**src/rtl/issue_queue_pkg.sv**
```systemverilog
// rtl/issue_queue_pkg.sv - shared types and operand-usage helpers for the issue queue
package issue_queue_pkg;

    localparam int unsigned XLEN = 32;
    localparam int unsigned NREG = 32;
    localparam int unsigned RW   = $clog2(NREG);

    typedef enum logic [3:0] {
        ALU_ADD, ALU_SUB, ALU_AND, ALU_OR, ALU_XOR,
        ALU_SLL, ALU_SRL, ALU_SRA, ALU_SLT, ALU_SLTU
    } alu_op_e;

    typedef enum logic {UNIT_ALU, UNIT_LSU} issue_unit_e;

    typedef enum logic [1:0] {SEL_A_REG, SEL_A_PC, SEL_A_ZERO} op_a_sel_e;

    typedef enum logic {SEL_B_REG, SEL_B_IMM} op_b_sel_e;

    typedef struct packed {
        logic [RW-1:0]   rs1;
        logic [RW-1:0]   rs2;
        logic [RW-1:0]   rd;
        logic            we;
        issue_unit_e     unit;
        alu_op_e         alu_op;
        op_a_sel_e       sel_a;
        op_b_sel_e       sel_b;
        logic [XLEN-1:0] imm;
        logic [XLEN-1:0] pc;
    } issue_entry_t;

    // LSU ops always read rs1 as the base; ALU ops only when operand A is a register.
    function automatic logic reads_rs1(issue_entry_t e);
        return (e.unit == UNIT_LSU) || (e.sel_a == SEL_A_REG);
    endfunction

    // LSU stores (no register write) read rs2 as write data; ALU ops only for a register operand B.
    function automatic logic reads_rs2(issue_entry_t e);
        return (e.unit == UNIT_LSU) ? !e.we : (e.sel_b == SEL_B_REG);
    endfunction

endpackage

```
**src/rtl/issue_scoreboard.sv**
```systemverilog
// rtl/issue_scoreboard.sv - pending-write bit per architectural register
module issue_scoreboard #(
    parameter  int unsigned NREG = 32,
    localparam int unsigned RW   = $clog2(NREG)
) (
    input  logic          clk_i,
    input  logic          rst_i,
    input  logic          set_valid_i,
    input  logic [RW-1:0] set_rd_i,
    input  logic          clr_valid_i,
    input  logic [RW-1:0] clr_rd_i,
    input  logic [RW-1:0] rs1_i,
    input  logic [RW-1:0] rs2_i,
    input  logic [RW-1:0] rd_i,
    output logic          rs1_busy_o,
    output logic          rs2_busy_o,
    output logic          rd_busy_o
);

    logic [NREG-1:0] busy_q;
    logic [NREG-1:0] busy_d;

    // Clear first so a same-cycle set of the same register wins; x0 is never busy.
    always_comb begin
        busy_d = busy_q;
        if (clr_valid_i) busy_d[clr_rd_i] = 1'b0;
        if (set_valid_i) busy_d[set_rd_i] = 1'b1;
        busy_d[0] = 1'b0;
    end

    // Scoreboard state register.
    always_ff @(posedge clk_i) begin
        if (rst_i) busy_q <= '0;
        else       busy_q <= busy_d;
    end

    assign rs1_busy_o = busy_q[rs1_i];
    assign rs2_busy_o = busy_q[rs2_i];
    assign rd_busy_o  = busy_q[rd_i];

endmodule

```
**src/rtl/issue_queue.sv**
```systemverilog
// rtl/issue_queue.sv - in-order issue queue with scoreboard and ALU/LSU dispatch
module issue_queue
    import issue_queue_pkg::*;
#(
    parameter  int unsigned DEPTH = 4,
    localparam int unsigned PW    = $clog2(DEPTH),
    localparam int unsigned CW    = PW + 1
) (
    input  logic            clk_i,
    input  logic            rst_i,
    input  logic            flush_i,
    input  logic            dec_valid_i,
    output logic            dec_ready_o,
    input  issue_entry_t    dec_entry_i,
    output logic [RW-1:0]   rf_raddr_a_o,
    output logic [RW-1:0]   rf_raddr_b_o,
    input  logic [XLEN-1:0] rf_rdata_a_i,
    input  logic [XLEN-1:0] rf_rdata_b_i,
    output logic            alu_valid_o,
    input  logic            alu_ready_i,
    output alu_op_e         alu_op_o,
    output logic [XLEN-1:0] alu_operand_a_o,
    output logic [XLEN-1:0] alu_operand_b_o,
    output logic [RW-1:0]   alu_rd_o,
    output logic            lsu_valid_o,
    input  logic            lsu_ready_i,
    output logic            lsu_we_o,
    output logic [XLEN-1:0] lsu_base_o,
    output logic [XLEN-1:0] lsu_offset_o,
    output logic [XLEN-1:0] lsu_wdata_o,
    output logic [RW-1:0]   lsu_rd_o,
    input  logic            wb_valid_i,
    input  logic [RW-1:0]   wb_rd_i,
    output logic [CW-1:0]   count_o
);

    issue_entry_t  mem_q [DEPTH];
    logic [PW-1:0] wr_ptr_q, wr_ptr_d;
    logic [PW-1:0] rd_ptr_q, rd_ptr_d;
    logic [CW-1:0] count_q, count_d;

    issue_entry_t head;
    logic         empty, push, pop, head_ready;
    logic         rs1_busy, rs2_busy, rd_busy;

    assign empty       = (count_q == '0);
    assign dec_ready_o = (count_q != CW'(DEPTH));
    assign push        = dec_valid_i && dec_ready_o && !flush_i;
    assign head        = empty ? '0 : mem_q[rd_ptr_q];
    assign count_o     = count_q;

    assign rf_raddr_a_o = head.rs1;
    assign rf_raddr_b_o = head.rs2;

    issue_scoreboard #(.NREG(NREG)) u_sb (
        .clk_i       (clk_i),
        .rst_i       (rst_i),
        .set_valid_i (pop && head.we),
        .set_rd_i    (head.rd),
        .clr_valid_i (wb_valid_i),
        .clr_rd_i    (wb_rd_i),
        .rs1_i       (head.rs1),
        .rs2_i       (head.rs2),
        .rd_i        (head.rd),
        .rs1_busy_o  (rs1_busy),
        .rs2_busy_o  (rs2_busy),
        .rd_busy_o   (rd_busy)
    );

    assign head_ready = !empty
                     && !(reads_rs1(head) && rs1_busy)
                     && !(reads_rs2(head) && rs2_busy)
                     && !(head.we && rd_busy);

    assign alu_valid_o = head_ready && (head.unit == UNIT_ALU);
    assign lsu_valid_o = head_ready && (head.unit == UNIT_LSU);
    assign pop         = (alu_valid_o && alu_ready_i) || (lsu_valid_o && lsu_ready_i);

    // Operand resolution for the head; everything reads as zero while the queue is empty.
    always_comb begin
        alu_op_o        = ALU_ADD;
        alu_operand_a_o = '0;
        alu_operand_b_o = '0;
        alu_rd_o        = '0;
        lsu_we_o        = 1'b0;
        lsu_base_o      = '0;
        lsu_offset_o    = '0;
        lsu_wdata_o     = '0;
        lsu_rd_o        = '0;
        if (!empty) begin
            case (head.sel_a)
                SEL_A_REG: alu_operand_a_o = rf_rdata_a_i;
                SEL_A_PC:  alu_operand_a_o = head.pc;
                default:   alu_operand_a_o = '0;
            endcase
            alu_operand_b_o = (head.sel_b == SEL_B_IMM) ? head.imm : rf_rdata_b_i;
            alu_op_o        = head.alu_op;
            alu_rd_o        = head.rd;
            // An LSU op that writes no register is a store.
            lsu_we_o        = !head.we;
            lsu_base_o      = rf_rdata_a_i;
            lsu_offset_o    = head.imm;
            lsu_wdata_o     = rf_rdata_b_i;
            lsu_rd_o        = head.rd;
        end
    end

    // Pointer and occupancy next state; flush empties the queue and drops any push.
    always_comb begin
        wr_ptr_d = wr_ptr_q + PW'(push);
        rd_ptr_d = rd_ptr_q + PW'(pop);
        count_d  = count_q + CW'(push) - CW'(pop);
        if (flush_i) begin
            wr_ptr_d = '0;
            rd_ptr_d = '0;
            count_d  = '0;
        end
    end

    // Pointer and occupancy registers.
    always_ff @(posedge clk_i) begin
        if (rst_i) begin
            wr_ptr_q <= '0;
            rd_ptr_q <= '0;
            count_q  <= '0;
        end else begin
            wr_ptr_q <= wr_ptr_d;
            rd_ptr_q <= rd_ptr_d;
            count_q  <= count_d;
        end
    end

    // Entry storage; contents are only meaningful below count_q, so no reset.
    always_ff @(posedge clk_i) begin
        if (push) mem_q[wr_ptr_q] <= dec_entry_i;
    end

endmodule

```
**config.mk**
```make
export PLATFORM = sky130hd
export DESIGN_NAME = issue_queue
export DESIGN_NICKNAME = d
export VERILOG_FILES = /design/src/rtl/issue_queue_pkg.sv /design/src/rtl/issue_scoreboard.sv /design/src/rtl/issue_queue.sv
export SDC_FILE = /design/constraint.sdc
export NUM_CORES = 1
export LEC_CHECK = 0
export CAP_MARGIN = 40
export CORE_UTILIZATION = 52
export DETAILED_ROUTE_END_ITERATION = 6
export HOLD_SLACK_MARGIN = 0.12
export PLACE_DENSITY = 0.82
export SLEW_MARGIN = 0
export SYNTH_ARGS = -nofsm -noshare
export SYNTH_HDL_FRONTEND = slang
export SYNTH_SLANG_ARGS = --single-unit
```
**constraint.sdc**
```tcl
create_clock -name clk_i -period 8.38 [get_ports clk_i]
set_input_delay 0.838 -clock clk_i [delete_from_list [all_inputs] [get_ports clk_i]]
set_output_delay 0.838 -clock clk_i [all_outputs]
set_load 0.01 [all_outputs]
```
Yosys cells after proc, flatten, opt, wreduce, memory -nomap -nowiden. Memory sizes are Yosys's and may differ from the RTL's. A register that Yosys moved wholly into a read port is not among the register bits. Cells that the tools add are included.

Flip-flop bits (word level): 39. RAM bits: 352. Bits of input ports: 164. Output and inout port bits: 191. Memories kept: 1.

Add/sub/neg operators: 4. $lt $le $gt $ge: 6. Eq/ne operators: 2. Mux-type cells: 27. Bitwise gates (word level): 5. Reductions and logical operators: 26.

Memory list: mem_q (words 4, width 88, rd ports 1, clocked after memory_dff 1, write ports 1, line issue_queue.sv:37) `issue_entry_t mem_q [DEPTH];`.

Operator list (count): 32-bit two-way mux (8); 88-bit two-way mux (1); 32-bit case mux with 2 select lines (1); 32-bit bitwise AND (1); 32-bit NOT (1); 32-bit bitwise OR (1); 5-bit by 6-bit < comparator with 1-bit output, second input constant (4); 1-bit binary-select mux with 5-bit select (3); 1-bit logical AND (15); 1-bit demux with 5-bit select (2); 5-bit by 1-bit >= comparator with 1-bit output, second input constant (2); 1-bit two-way mux (9); 1-bit logical NOT (6); 5-bit two-way mux (1); 2-bit by 1-bit adder with 2-bit output (2); 4-bit two-way mux (1); 3-bit by 1-bit adder with 3-bit output (1); 3-bit logical NOT (1); 3-bit != test, second input constant (1); 3-bit by 1-bit subtractor with 3-bit output (1); 2-bit by 1-bit equality test with 1-bit output, second input constant (1); 2-bit logical NOT (1); 1-bit logical OR (2); 2-bit two-way mux (1); other kinds (2) (3).

Logic depth before layout (Yosys ltp).
Word-level depth: 14. Gate-level depth with buffers: 20. Gate-level depth less buffers: 17.

Cells and area by module. Synthesis repeated with hierarchy kept, for this count alone.

Cell total of the unflattened synthesis: 1035. Area, all modules: 16993.8 um^2.

Modules (own cells, without submodules): issue_queue (instances 1, cells an instance 770, area each 14814.2 um^2, sequential area each 10710.3 um^2); issue_scoreboard (instances 1, cells an instance 265, area each 2179.6 um^2, sequential area each 620.6 um^2).

Worst setup path before layout. OpenSTA, ideal clock, no wires.

Path type: input port to flip-flop. Start point: input port flush_i. End point: memory mem_q[0][0] in the netlist's numbering (enable). Setup time: 0.643 ns. Arrival: 6.992 ns. Setup slack: 0.745 ns. Cell stages on the path: 2. Buffers on the path: 0. Cell sequence: nand3b_1 > nor3_1.

Longest elaborated chain between the ends: 4.

Ends and longest elaborated chain: from (decl) (line issue_queue.sv:11) `input logic flush_i,`; 1-bit logical NOT (line issue_queue.sv:48) `assign push = dec_valid_i && dec_ready_o && !flush_i;`; 1-bit logical AND (line issue_queue.sv:48); 1-bit two-way mux (line issue_queue.sv:135) `if (push) mem_q[wr_ptr_q] <= dec_entry_i;`; 1-bit two-way mux (not written as such) (line issue_queue.sv:135); to (decl) (line issue_queue.sv:37).

No other way between the ends.

==> qor.txt <==
Post-synth top flop: edfxtp_1
Slew HR: 43.3%
Inst Count DP: 1855
status: finished, final reports clean
worst slew pin tran: 850 ps
postcts setup bufs: 0
most common cell after layout, fill and taps aside: clkdlybuf4s50_1
metal2 WL: 23400 microns
Ys Warns: 0
Core ar.: 32800 sq um
Layout Area Growth over Synthesis: 30.5%
Port-buffer cells: 354
pin count of the biggest net entering global routing: 85
HPWL after detailed placement: 31400 microns
clock sink count: 390
syn nets: 1281
final core utilization: 69.6%
post-route cell area: 22800 sq um
DR top layer: met5
most frequent cells in the layout: 354 x clkdlybuf4s50_1, 352 x edfxtp_1, 114 x and2_1
CP endpoint kind: output pin
Max Clock Skew: 10.6 ps
DRC violations left: 0
LEAKAGE: 7.54 nW
count of pins over their slew limit: 0
synth unique cells: 65
Final TNS setup: 0 ps
TritonCTS clock tree: built
initial drt markers: 1044
flip-flop and latch count after synthesis: 390
metal3 WL: 4070 microns
asr flop ratio synth: 0%
fin crit share: 65.6%
GP Congestion: 0.989
initial antenna violation count: 7
Nets: 1624
DR WL/cell: 24.2 microns
root buf cell: clkbuf_16
Skew-Pair Late Insertion Delay: 520 ps
total wire length: 46700 microns
FMAX: 182 MHz
RSZ-0062 raised after global routing: no
critical path type: reg -> out
Synth area leaders: edfxtp_1 60%, mux4_2 11%, mux2i_1 5.4%
Total GRT Usage: 27.3%
Die Wd: 185 microns
worst hold slack: 559 ps
Row Count: 66
HP Class: reg -> reg
number of enable flip-flop cells after synthesis: 352
Finished Layout Cells: 1925
DP Area: 21600 sq um
largest area contributor in the netlist: edfxtp_1
Avg Inst Size Synth: 15.7 sq um
post-cts sizing count: 0
total die area: 34400 sq um
Worst-path clk slew: 60 ps
first-pass GRT wire length: 68300 microns
min Tclk post-route: 5490 ps
first-pass iteration count of the detailed router: 5
Netlist Area Pre-Place: 17500 sq um
Clock Path Buffers: 3
via count: 11300
sequential fraction of the synthesis area: 64.8%
Post-Syn Instances: 1112
CP Launch Type: flip-flop
grt ovf: 0
final hold vios: 0
Avg Vias per Cell: 5.88
top cell type's share of synthesized area: 60.4%
M1 WL: 17900 microns
cts-stage hold buffer count: 0
maxcap violations: 0
VDD IR max: 0.000147 V
Cell Pwr Density: 195 nW/um^2
Finish-stage setup viols: 0
share of layout cells above drive strength 1: 12.7%
vias in the first global route: 11200
CTS Buf Count: 40
Die Ht: 185 microns
DRT antenna net count: 0
H-tree lvl count: 2
Crit Path Max Fanout: 39
CP required: 7540 ps
WP data arrival: 4660 ps
Initial Util: 53.4%
Top Ports: 355
cell families (layout without fill, tap and decap cells):
group                      after synthesis  in the layout  share of synthesized area, %
adders and majority gates                5              5                         0.400
DFF                                    390            390                          64.8
muxes                                  194            194                          17.6
other                                    0              2                             0
and+or+nand+nor                        329            329                          10.2
buffers and inverters                   86            455                          2.25
AOI/OAI and AO/OA                      104            104                          4.55
xor gates and xnor gates                 4              4                         0.200
cell type report:
type,instances,area [sq um]
Sequential cell,390,11300
Fill cell,2131,9960
Multi-Input combinational cell,636,5810
Timing Repair Buffer,375,3850
Clock buffer,50,1040
Tap cell,442,553
Clock inverter,18,186
Inverter,12,45.0
Antenna cell,2,5.00
path summary, 6_finish.rpt:
| path | from | end | slack [ps] | depth (start not counted) |
|---|---|---|---|---|
| worst max-delay path | rd_ptr_q[0]$_SDFF_PP0_ | lsu_valid_o | 2890 | 11 |
| worst max register to register | rd_ptr_q[0]$_SDFF_PP0_ | count_o[2]$_SDFF_PP0_ | 3260 | 18 |
| worst min-delay path | u_sb.busy_q[6]$_SDFF_PP0_ | u_sb.busy_q[6]$_SDFF_PP0_ | 560 | 2 |
| worst min register to register | u_sb.busy_q[6]$_SDFF_PP0_ | u_sb.busy_q[6]$_SDFF_PP0_ | 560 | 2 |
synthesized netlist by cell type, types with 6 or more instances:
library cell / instances
buf_1: 11
clkbuf_1: 42
and2_1: 114
nor2_1: 81
dfxtp_1: 38
o41ai_1: 22
nor3_1: 10
edfxtp_1: 352
mux2_2: 6
o21ai_0: 29
nor2b_1: 17
nand3b_1: 21
buf_2: 11
nor3b_1: 9
nand2_1: 44
mux2i_1: 95
nand2b_1: 7
o31ai_1: 9
mux4_2: 86
inv_1: 12
critical path, cell delays in order (launching register included):
cell             delay (ps)
dfxtp_4                 550
buf_16                  300
mux4_1                  990
nor2_1                  210
nor2_1                  130
o221ai_1                230
o21ai_0                 140
o311ai_1                410
o211ai_4                 90
buf_4                   270
nor3b_1                 230
clkdlybuf4s50_1         560
registers in the layout, summed over array words and instances, names as in the netlist:
register,flops
mem_q,352
u_sb.busy_q,31
count_o,3
rd_ptr_q,2
wr_ptr_q,2
metal layers:
metal | global-route usage [%] | vias up
li1 | - | 5032
met3 | 6.67 | 93
met1 | 34.9 | 5632
met5 | 0 | -
met4 | 8.69 | 8
met2 | 45.8 | 545
report_power, final:
group          switching [mW]  total, mW  internal [mW]  leakage (nW)
combinational           0.298      0.613          0.315          3.45
sequential             0.0117       2.16           2.15          3.50
clock                   0.704       1.68          0.972         0.585
total                    1.01       4.45           3.44          7.54
through the flow:
step | power, mW | worst slack [ps]
2_1_floorplan | 2.49 | 745
3_3_place_gp | 2.79 | 2870
3_5_place_dp | 2.81 | 3260
4_1_cts | 4.47 | 2850
5_1_grt | 4.59 | 2680
6_report | 4.45 | 2890
No activity file was read; power rests on OpenSTA's default activity.
